File: config.mk
export PLATFORM = sky130hd
export DESIGN_NAME = mem_lsu
export DESIGN_NICKNAME = d
export VERILOG_FILES = /design/src/rtl/mem_lsu_pkg.sv /design/src/rtl/mem_lsu_align.sv /design/src/rtl/mem_lsu.sv
export SDC_FILE = /design/constraint.sdc
export NUM_CORES = 1
export LEC_CHECK = 0
export ABC_CLOCK_PERIOD_IN_PS = 3100
export BUFFER_PORTS_ARGS = -buffer_cell sky130_fd_sc_hd__buf_2
export CAP_MARGIN = 25
export CORE_ASPECT_RATIO = 0.75
export CORE_MARGIN = 2
export CORE_UTILIZATION = 30
export DETAILED_ROUTE_END_ITERATION = 10
export PLACE_DENSITY = 0.66
export SLEW_MARGIN = 20
export SYNTH_ARGS = -nofsm -noshare
export SYNTH_HDL_FRONTEND = slang
export SYNTH_SLANG_ARGS = --single-unit
File: constraint.sdc
create_clock -name clk_i -period 3.1 [get_ports clk_i]
set_input_delay 0.62 -clock clk_i [delete_from_list [all_inputs] [get_ports clk_i]]
set_output_delay 0.62 -clock clk_i [all_outputs]
set_load 0.03 [all_outputs]
File: src/rtl/mem_lsu_pkg.sv
`default_nettype none
// ============================================================================
//  Module   : mem_lsu_pkg
//  Purpose  : Shared widths, access-size encodings, write-enable constants,
//             FSM state type and alignment helper for the mem_lsu stage.
//  Revision : 1.0 - initial release
// ============================================================================
package mem_lsu_pkg;

    localparam int c_ADDR_W  = 32;
    localparam int c_DATA_W  = 32;
    localparam int c_RADDR_W = 5;
    localparam int c_CSR_AW  = 12;

    localparam logic [1:0] c_MEM_SIZE_BYTE = 2'b00;
    localparam logic [1:0] c_MEM_SIZE_HALF = 2'b01;
    localparam logic [1:0] c_MEM_SIZE_WORD = 2'b10;

    localparam logic        c_WRITE_ENABLE  = 1'b1;
    localparam logic        c_WRITE_DISABLE = 1'b0;
    localparam logic [31:0] c_ZERO          = 32'h0000_0000;

    typedef enum logic [1:0] {
        S_IDLE = 2'd0,
        S_REQ  = 2'd1,
        S_WAIT = 2'd2,
        S_DONE = 2'd3
    } lsu_state_t;

    // Halves must sit on even addresses, words on multiples of four.
    // The reserved size code 2'b11 is treated as a word.
    function automatic logic is_misaligned(input logic [1:0] size,
                                           input logic [1:0] offset);
        logic r;
        r = 1'b0;
        if (size == c_MEM_SIZE_HALF)
            r = offset[0];
        else if (size != c_MEM_SIZE_BYTE)
            r = (offset != 2'b00);
        return r;
    endfunction

endpackage : mem_lsu_pkg
`default_nettype wire

File: src/rtl/mem_lsu_align.sv
`default_nettype none
// ============================================================================
//  Module   : lsu_align
//  Purpose  : Combinational lane logic for the load/store unit.
//             Stores: byte enables from size/offset, store data replicated
//             across the lanes. Loads: selected lane shifted down and then
//             sign- or zero-extended.
//  Ports    : i_size, i_offset, i_unsigned  - access attributes
//             i_wdata / o_wdata             - right-aligned / lane data
//             o_be                          - byte enables
//             i_rdata / o_rdata             - raw bus word / extended value
//  Revision : 1.0 - initial release
// ============================================================================
module lsu_align
    import mem_lsu_pkg::*;
(
    input  logic [1:0]  i_size,
    input  logic [1:0]  i_offset,
    input  logic        i_unsigned,
    input  logic [31:0] i_wdata,
    input  logic [31:0] i_rdata,
    output logic [3:0]  o_be,
    output logic [31:0] o_wdata,
    output logic [31:0] o_rdata
);

    logic [31:0] w_shifted;

    always_comb begin
        w_shifted = i_rdata >> {i_offset, 3'b000};
        o_be      = 4'b1111;
        o_wdata   = i_wdata;
        o_rdata   = i_rdata;
        case (i_size)
            c_MEM_SIZE_BYTE: begin
                o_be    = 4'b0001 << i_offset;
                o_wdata = {4{i_wdata[7:0]}};
                o_rdata = i_unsigned ? {24'h000000, w_shifted[7:0]}
                                     : {{24{w_shifted[7]}}, w_shifted[7:0]};
            end
            c_MEM_SIZE_HALF: begin
                o_be    = 4'b0011 << i_offset;
                o_wdata = {2{i_wdata[15:0]}};
                o_rdata = i_unsigned ? {16'h0000, w_shifted[15:0]}
                                     : {{16{w_shifted[15]}}, w_shifted[15:0]};
            end
            default: begin
                o_be    = 4'b1111;
                o_wdata = i_wdata;
                o_rdata = i_rdata;
            end
        endcase
    end

endmodule : lsu_align
`default_nettype wire

File: src/rtl/mem_lsu.sv
`default_nettype none
// ============================================================================
//  Module   : mem_lsu
//  Purpose  : Memory-access pipeline stage between ex_mem and mem_wb.
//             Passes register/CSR write-back through, runs loads and stores
//             on a req/gnt/rvalid bus and stalls the pipeline meanwhile.
//  Ports    : clk_i, rst_i (sync, active-high), flush_int_i
//             mem_* from ex_mem      - access request
//             reg_* / csr_* in/out   - write-back fields
//             stall_req_o            - to the control unit
//             bus_*                  - data bus master side
//             misalign_o             - alignment trap flag
//  Options  : `define MISALIGN_TRAP_EN to trap misaligned halves/words
//             instead of silently forcing natural alignment.
//  Revision : 1.0 - initial release
// ============================================================================
module mem_lsu
    import mem_lsu_pkg::*;
#(
    parameter int ADDR_W  = c_ADDR_W,
    parameter int DATA_W  = c_DATA_W,
    parameter int RADDR_W = c_RADDR_W,
    parameter int CSR_AW  = c_CSR_AW
)(
    input  logic               clk_i,
    input  logic               rst_i,
    input  logic               flush_int_i,
    input  logic               mem_re_i,
    input  logic               mem_we_i,
    input  logic [1:0]         mem_size_i,
    input  logic               mem_unsigned_i,
    input  logic [ADDR_W-1:0]  mem_addr_i,
    input  logic [DATA_W-1:0]  mem_wdata_i,
    input  logic [RADDR_W-1:0] reg_waddr_i,
    input  logic               reg_we_i,
    input  logic [DATA_W-1:0]  reg_wdata_i,
    input  logic               csr_we_i,
    input  logic [CSR_AW-1:0]  csr_waddr_i,
    input  logic [DATA_W-1:0]  csr_wdata_i,
    output logic [RADDR_W-1:0] reg_waddr_o,
    output logic               reg_we_o,
    output logic [DATA_W-1:0]  reg_wdata_o,
    output logic               csr_we_o,
    output logic [CSR_AW-1:0]  csr_waddr_o,
    output logic [DATA_W-1:0]  csr_wdata_o,
    output logic               stall_req_o,
    output logic               bus_req_o,
    output logic               bus_we_o,
    output logic [ADDR_W-1:0]  bus_addr_o,
    output logic [3:0]         bus_be_o,
    output logic [DATA_W-1:0]  bus_wdata_o,
    input  logic               bus_gnt_i,
    input  logic               bus_rvalid_i,
    input  logic [DATA_W-1:0]  bus_rdata_i,
    output logic               misalign_o
);

    lsu_state_t r_state, w_state_nxt;

    // Request attributes captured when the access leaves IDLE, so the bus
    // fields and the load extraction no longer depend on the stage inputs.
    logic              r_store;
    logic              r_unsigned;
    logic [1:0]        r_size;
    logic [ADDR_W-1:0] r_addr;
    logic [DATA_W-1:0] r_wdata;
    logic [DATA_W-1:0] r_rdata;
    logic              r_flushed;

    logic              w_memop;
    logic              w_misalign;
    logic              w_start;
    logic [ADDR_W-1:0] w_addr_nat;

    logic              w_req_store;
    logic              w_req_unsigned;
    logic [1:0]        w_req_size;
    logic [ADDR_W-1:0] w_req_addr;
    logic [DATA_W-1:0] w_req_wdata;

    logic [3:0]        w_be;
    logic [DATA_W-1:0] w_lane_wdata;
    logic [DATA_W-1:0] w_load_data;

    assign w_memop = mem_re_i | mem_we_i;

`ifdef MISALIGN_TRAP_EN
    assign w_addr_nat = mem_addr_i;
    assign w_misalign = w_memop & is_misaligned(mem_size_i, mem_addr_i[1:0]);
`else
    always_comb begin
        w_addr_nat = mem_addr_i;
        if (mem_size_i == c_MEM_SIZE_HALF)
            w_addr_nat[0] = 1'b0;
        else if (mem_size_i != c_MEM_SIZE_BYTE)
            w_addr_nat[1:0] = 2'b00;
    end
    assign w_misalign = 1'b0;
`endif

    // In IDLE the request is launched straight from the inputs so the bus
    // sees it in the same cycle; afterwards the captured copy is used.
    always_comb begin
        if (r_state == S_IDLE) begin
            w_req_store    = mem_we_i;
            w_req_unsigned = mem_unsigned_i;
            w_req_size     = mem_size_i;
            w_req_addr     = w_addr_nat;
            w_req_wdata    = mem_wdata_i;
        end else begin
            w_req_store    = r_store;
            w_req_unsigned = r_unsigned;
            w_req_size     = r_size;
            w_req_addr     = r_addr;
            w_req_wdata    = r_wdata;
        end
    end

    lsu_align u_align (
        .i_size     (w_req_size),
        .i_offset   (w_req_addr[1:0]),
        .i_unsigned (w_req_unsigned),
        .i_wdata    (w_req_wdata),
        .i_rdata    (r_rdata),
        .o_be       (w_be),
        .o_wdata    (w_lane_wdata),
        .o_rdata    (w_load_data)
    );

    always_ff @(posedge clk_i) begin
        if (rst_i) begin
            r_state    <= S_IDLE;
            r_store    <= 1'b0;
            r_unsigned <= 1'b0;
            r_size     <= c_MEM_SIZE_BYTE;
            r_addr     <= '0;
            r_wdata    <= '0;
            r_rdata    <= '0;
            r_flushed  <= 1'b0;
        end else begin
            r_state <= w_state_nxt;
            if (w_start) begin
                r_store    <= mem_we_i;
                r_unsigned <= mem_unsigned_i;
                r_size     <= mem_size_i;
                r_addr     <= w_addr_nat;
                r_wdata    <= mem_wdata_i;
            end
            if (r_state == S_WAIT && bus_rvalid_i)
                r_rdata <= bus_rdata_i;
            // Remember an interrupt flush that arrives while the bus still
            // owes us a response; cleared once that response is consumed.
            r_flushed <= (r_state == S_WAIT) && !bus_rvalid_i
                         && (r_flushed || flush_int_i);
        end
    end

    always_comb begin
        w_state_nxt = r_state;
        w_start     = 1'b0;
        reg_waddr_o = reg_waddr_i;
        reg_we_o    = reg_we_i;
        reg_wdata_o = reg_wdata_i;
        csr_we_o    = csr_we_i;
        csr_waddr_o = csr_waddr_i;
        csr_wdata_o = csr_wdata_i;
        stall_req_o = 1'b0;
        bus_req_o   = 1'b0;
        misalign_o  = 1'b0;

        case (r_state)
            S_IDLE: begin
                if (flush_int_i) begin
                    reg_waddr_o = '0;
                    reg_we_o    = c_WRITE_DISABLE;
                    reg_wdata_o = '0;
                    csr_we_o    = c_WRITE_DISABLE;
                    csr_waddr_o = '0;
                    csr_wdata_o = '0;
                end else if (w_misalign) begin
                    misalign_o = 1'b1;
                    reg_we_o   = c_WRITE_DISABLE;
                end else if (w_memop) begin
                    bus_req_o   = 1'b1;
                    stall_req_o = 1'b1;
                    reg_we_o    = c_WRITE_DISABLE;
                    csr_we_o    = c_WRITE_DISABLE;
                    w_start     = 1'b1;
                    w_state_nxt = bus_gnt_i ? S_WAIT : S_REQ;
                end
            end
            S_REQ: begin
                if (flush_int_i) begin
                    reg_waddr_o = '0;
                    reg_we_o    = c_WRITE_DISABLE;
                    reg_wdata_o = '0;
                    csr_we_o    = c_WRITE_DISABLE;
                    csr_waddr_o = '0;
                    csr_wdata_o = '0;
                    w_state_nxt = S_IDLE;
                end else begin
                    bus_req_o   = 1'b1;
                    stall_req_o = 1'b1;
                    reg_we_o    = c_WRITE_DISABLE;
                    csr_we_o    = c_WRITE_DISABLE;
                    if (bus_gnt_i)
                        w_state_nxt = S_WAIT;
                end
            end
            S_WAIT: begin
                stall_req_o = 1'b1;
                reg_we_o    = c_WRITE_DISABLE;
                csr_we_o    = c_WRITE_DISABLE;
                if (bus_rvalid_i)
                    w_state_nxt = (r_flushed || flush_int_i) ? S_IDLE : S_DONE;
            end
            S_DONE: begin
                if (flush_int_i) begin
                    reg_waddr_o = '0;
                    reg_we_o    = c_WRITE_DISABLE;
                    reg_wdata_o = '0;
                    csr_we_o    = c_WRITE_DISABLE;
                    csr_waddr_o = '0;
                    csr_wdata_o = '0;
                end else if (!r_store) begin
                    reg_we_o    = c_WRITE_ENABLE;
                    reg_wdata_o = w_load_data;
                end
                w_state_nxt = S_IDLE;
            end
            default: w_state_nxt = S_IDLE;
        endcase

        // Bus fields are only meaningful alongside a request.
        if (bus_req_o) begin
            bus_we_o    = w_req_store;
            bus_addr_o  = {w_req_addr[ADDR_W-1:2], 2'b00};
            bus_be_o    = w_be;
            bus_wdata_o = w_lane_wdata;
        end else begin
            bus_we_o    = 1'b0;
            bus_addr_o  = '0;
            bus_be_o    = 4'b0000;
            bus_wdata_o = '0;
        end

        if (rst_i) begin
            reg_waddr_o = '0;
            reg_we_o    = 1'b0;
            reg_wdata_o = '0;
            csr_we_o    = 1'b0;
            csr_waddr_o = '0;
            csr_wdata_o = '0;
            stall_req_o = 1'b0;
            bus_req_o   = 1'b0;
            bus_we_o    = 1'b0;
            bus_addr_o  = '0;
            bus_be_o    = 4'b0000;
            bus_wdata_o = '0;
            misalign_o  = 1'b0;
        end
    end

endmodule : mem_lsu
`default_nettype wire
==> run summary <==
- **total standard cell area after synthesis** 0.007303 mm2
- **top cells by count, synth** 289 x nand2_1, 176 x a21oi_1, 103 x dfxtp_1, 88 x clkbuf_1, 51 x and2_1
- **total number of yosys warnings** 0
- **met3 Track Usage GR** 5.147%
- **Die Wd** 184.2 um
- **fraction of final layout cells with drive strength greater than 1** 39.24%
- **Critical Path RT** 2480 ps
- **Clock Path Buffers** 2
- **largest cells by area after synthesis** dfxtp_1 28%, nand2_1 15%, a21oi_1 12%, clkbuf_1 4.5%, and2_1 4.4%
- **result of the run** complete, but fails checks
- **initial cell density of the core** 30.47%
- **CTS tree** built
- **switching part of the total power** 38.36%
- **final RePlAce weighted congestion** 0.9468
- **Hold Path Stages** 2
- **via density per instance** 5.308
- **internal reg-to-reg setup slack** 1030 ps
- **number of rows created at floorplan** 49
- **clock-pin slew of the registers on the worst-case setup and hold paths** 70 ps
- **CTS Root Cell** clkbuf_16
- **clock period minus final worst setup slack** 3275 ps
- **Hold Path Origin** r_wdata[8]$_SDFFE_PP0P_
- **type of element capturing the critical path** primary output
- **Critical Path Start** r_state[1]$_SDFFE_PP0P_
- **latest clock arrival within the worst-skew pair** 350 ps
- **cell with the largest stage delay on the worst path** a2111oi_0
- **cts-stage hold buffer count** 0
- **drt wl/cell** 18.33 um
- **area of all placed cells without fillers** 0.01106 mm2
- **area of the multi-input gates** 0.005435 mm2
- **Tightest Pin Transition** 799.3 ps
- **worst path setup slack after routing** -175.3 ps
- **number of DRC violations after detailed routing** 0
- **Comb power frac** 37.2%
- **internal cell power** 0.002540 W
- **library cell with the highest instance count after synthesis** nand2_1
- **layout-stage area growth over the synthesis result** 51.38%
- **M2 GR Usage** 34.72%
- **vias in the first global route** 8692
- **area post-placement** 0.01000 mm2
- **final net count** 1629
- **Cells after Synth** 1093
- **crit path max fanout** 16
- **tightest slew margin relative to the limit** 45.34%
- **type of the worst setup path** flop to primary output
- **count of max-cap constraint violations** 0
- **worst path arrival time** 2660 ps
- **share of the synthesized area in the top cell type** 28.23%
- **top-level port count** 344
- **Total Routing Usage GR** 24.29%
- **initial detailed-routing violation count** 730
- **Die Y-Extent** 139.1 um
- **die area** 0.02562 mm2
- **unrepaired setup endpoints after global routing** yes
- **maximum clock frequency** 305.3 MHz
- **largest delay contributor family on the critical path** compound AO/OA/AOI/OAI gates
- **overall via count from detail_route** 9433
- **first-pass GRT wire length** 49.09 mm
- **standard cell core area** 0.02397 mm2
- **filler cell count** 2431
- **fraction of registers with async set/reset** 0%
- **number of enable flip-flop cells after synthesis** 0
- **Peak VDD IR** 270.5 uV
- **Cell Chain, Critical Path** buf_4, o21ai_2, buf_4, a21oi_1, a2111oi_0, nand4_1, nand3_2, buf_6
- **H-tree level count** 3
- **most used routing layer in global routing** met1
- **fraction of the core area covered by cells at the end of the flow** 46.12%
- **initial antenna violation count** 3
- **number of setup violations in the final report** 31
- **reg2reg end** r_wdata[24]$_SDFFE_PP0P_
- **Sink Count** 103
- **Setup crit start kind** flop
- **total buffers and inverters traversed by the critical path** 3
- **register area share after synthesis** 28.23%
- **cell seen most often among critical-path stages** buf_4
- **met1 capacity usage during global routing** 37.22%
- **share of power burned in the clock network** 27.7%
- **Hold Path End** r_wdata[8]$_SDFFE_PP0P_
- **Avg Synthesized Cell Area** 6.682 um2
- **Pins Over Slew Limit** 0
- **number of nets with antenna violations after detailed routing** 0
- **violated checks** setup timing
- **launch instance of the worst register-to-register path** r_state[1]$_SDFFE_PP0P_
- **worst hold path type** flop to flop
- **highest cell delay on the worst timing path** 720 ps
- **final worst clock skew** 12.32 ps
- **leakage** 4.803 nW
- **largest net degree at the start of global routing** 66
- **Distinct cells, synth** 60
- **share of the clock period used by the worst path** 105.7%
- **number of synthesized register bits** 103
- **total half-perimeter wirelength after legalization and detailed placement** 23.57 mm
- **share of power burned in registers** 35.1%
- **total grt overflow** 0
- **final-report hold violation count** 0
- **clock buffer count from CTS** 9
- **number of port buffers** 340
- **Pwr Density** 372.8 mW/mm2
- **commonest register cell after synthesis** dfxtp_1
- **library cell occupying the most area in the post-synthesis netlist** dfxtp_1
- **Final Routed Wirelength** 32.58 mm
- **Worst Reg-to-Reg Cells** 6
- **drt first pass iters** 5
- **net switching component of the power** 0.001581 W
- **register area** 0.002069 mm2
## through the flow
stage / total power [W] / TNS (ps) / std cells / hold WS (ps) / worst slack (ps)
2_1_floorplan: 0.002314 / -2839 / 1095 / 435.7 / -262.6
3_3_place_gp: 0.002827 / -10110 / 1744 / 440.9 / -316.9
3_5_place_dp: 0.002842 / -10800 / 1744 / 447.0 / -386.1
4_1_cts: 0.004084 / -2483 / 1770 / 457.9 / -115.1
5_1_grt: 0.004325 / -4799 / 1777 / 465.0 / -211.0
6_report: 0.004122 / -3066 / 1777 / 455.2 / -175.3
## cells by family after synthesis
kind of cell | Yosys count | share of synthesized area, %
and+or+nand+nor | 494 | 31.15
muxes | 25 | 3.444
AOI/OAI and AO/OA | 347 | 30.08
other | 1 | 0.05135
DFF | 103 | 28.23
buffers and inverters | 123 | 7.041
## state kept, by name, indices dropped and copies added, names as in the netlist
signal	flops
r_addr	32
r_rdata	32
r_wdata	32
r_size	2
r_state	2
r_flushed	1
r_store	1
r_unsigned	1
## metal layers
metal | routed length (um) | part of all wire [%]
met5 | 27 | 0.083
met4 | 331 | 1.0
met3 | 2610 | 8.0
met2 | 13900 | 43
met1 | 15710 | 48
## repair_timing
| action | 4_1_cts | 5_1_grt |
|---|---|---|
| resized for setup | 115 | 54 |
| gates cloned | 2 | 0 |
| endpoints found under the setup margin | 51 | 43 |
| setup buffers | 8 | 7 |
| pin swaps | 27 | 20 |
## tightest hold or removal path: stages, from the launching register on
cell and delay (ps):
dfxtp_1 310, nand2_1 50, a21oi_1 50
## power by group through the flow
stage	sequential, W	combinational [W]	clock, W
floorplan	0.00145	0.000862	0
global placement	0.00147	0.00136	0
detailed placement	0.00147	0.00137	0
CTS	0.00144	0.00147	0.00117
global route	0.00146	0.00164	0.00123
finish	0.00145	0.00153	0.00114
## area by class of cell
type | instances | share of cell area [%]
Multi-Input combinational cell | 869 | 49.16
Clock buffer | 10 | 2.071
Antenna cell | 1 | 0.02263
Timing Repair Buffer | 439 | 25.10
Tap cell | 331 | 3.746
Sequential cell | 103 | 18.72
Clock inverter | 6 | 0.5659
Inverter | 18 | 0.6111
## how the worst max path moves through the flow
stage | slack [ps] | cells after the start | end
6_report | -180 | 8 | reg_wdata_o[21]
5_1_grt | -210 | 8 | reg_wdata_o[14]
4_1_cts | -120 | 8 | reg_wdata_o[31]
3_5_place_dp | -390 | 9 | reg_wdata_o[6]
3_3_place_gp | -320 | 7 | bus_wdata_o[30]
2_1_floorplan | -260 | 8 | reg_wdata_o[16]
## cells in the final DEF, fill, tap and decap left out, types with 4 or more instances in the layout
cell type  synthesis  final
buf_6              4     32
a21oi_1          176    166
and3_1             8      8
clkbuf_16          0      9
o21ai_2            1     13
nor2_1            31     25
a221o_1            7      7
o221ai_1           8      7
dfxtp_1          103    101
a221oi_4           0      7
nor2b_1           25     24
o21ai_0           28     26
a31oi_2            1      4
o211ai_1          11     11
a2111oi_2          1     10
nand4_1           11     11
nand3_2            0     11
a211oi_1          15      5
a211oi_2           1     11
inv_1             18     18
o2bb2a_1           7      7
nor3_1            10      7
a2111oi_1          0      6
nand3_1           22     11
o32ai_1            7      6
a211o_1           18     18
nand2_1          289    288
a21oi_2            0      9
buf_2              5    301
nand2b_1          27     27
and2_1            51     50
mux2i_4            0      5
mux2i_1           24     17
buf_4              4     97
buf_12             0      7
o2bb2ai_1          4      4
Power figures use the tool's default switching activity.
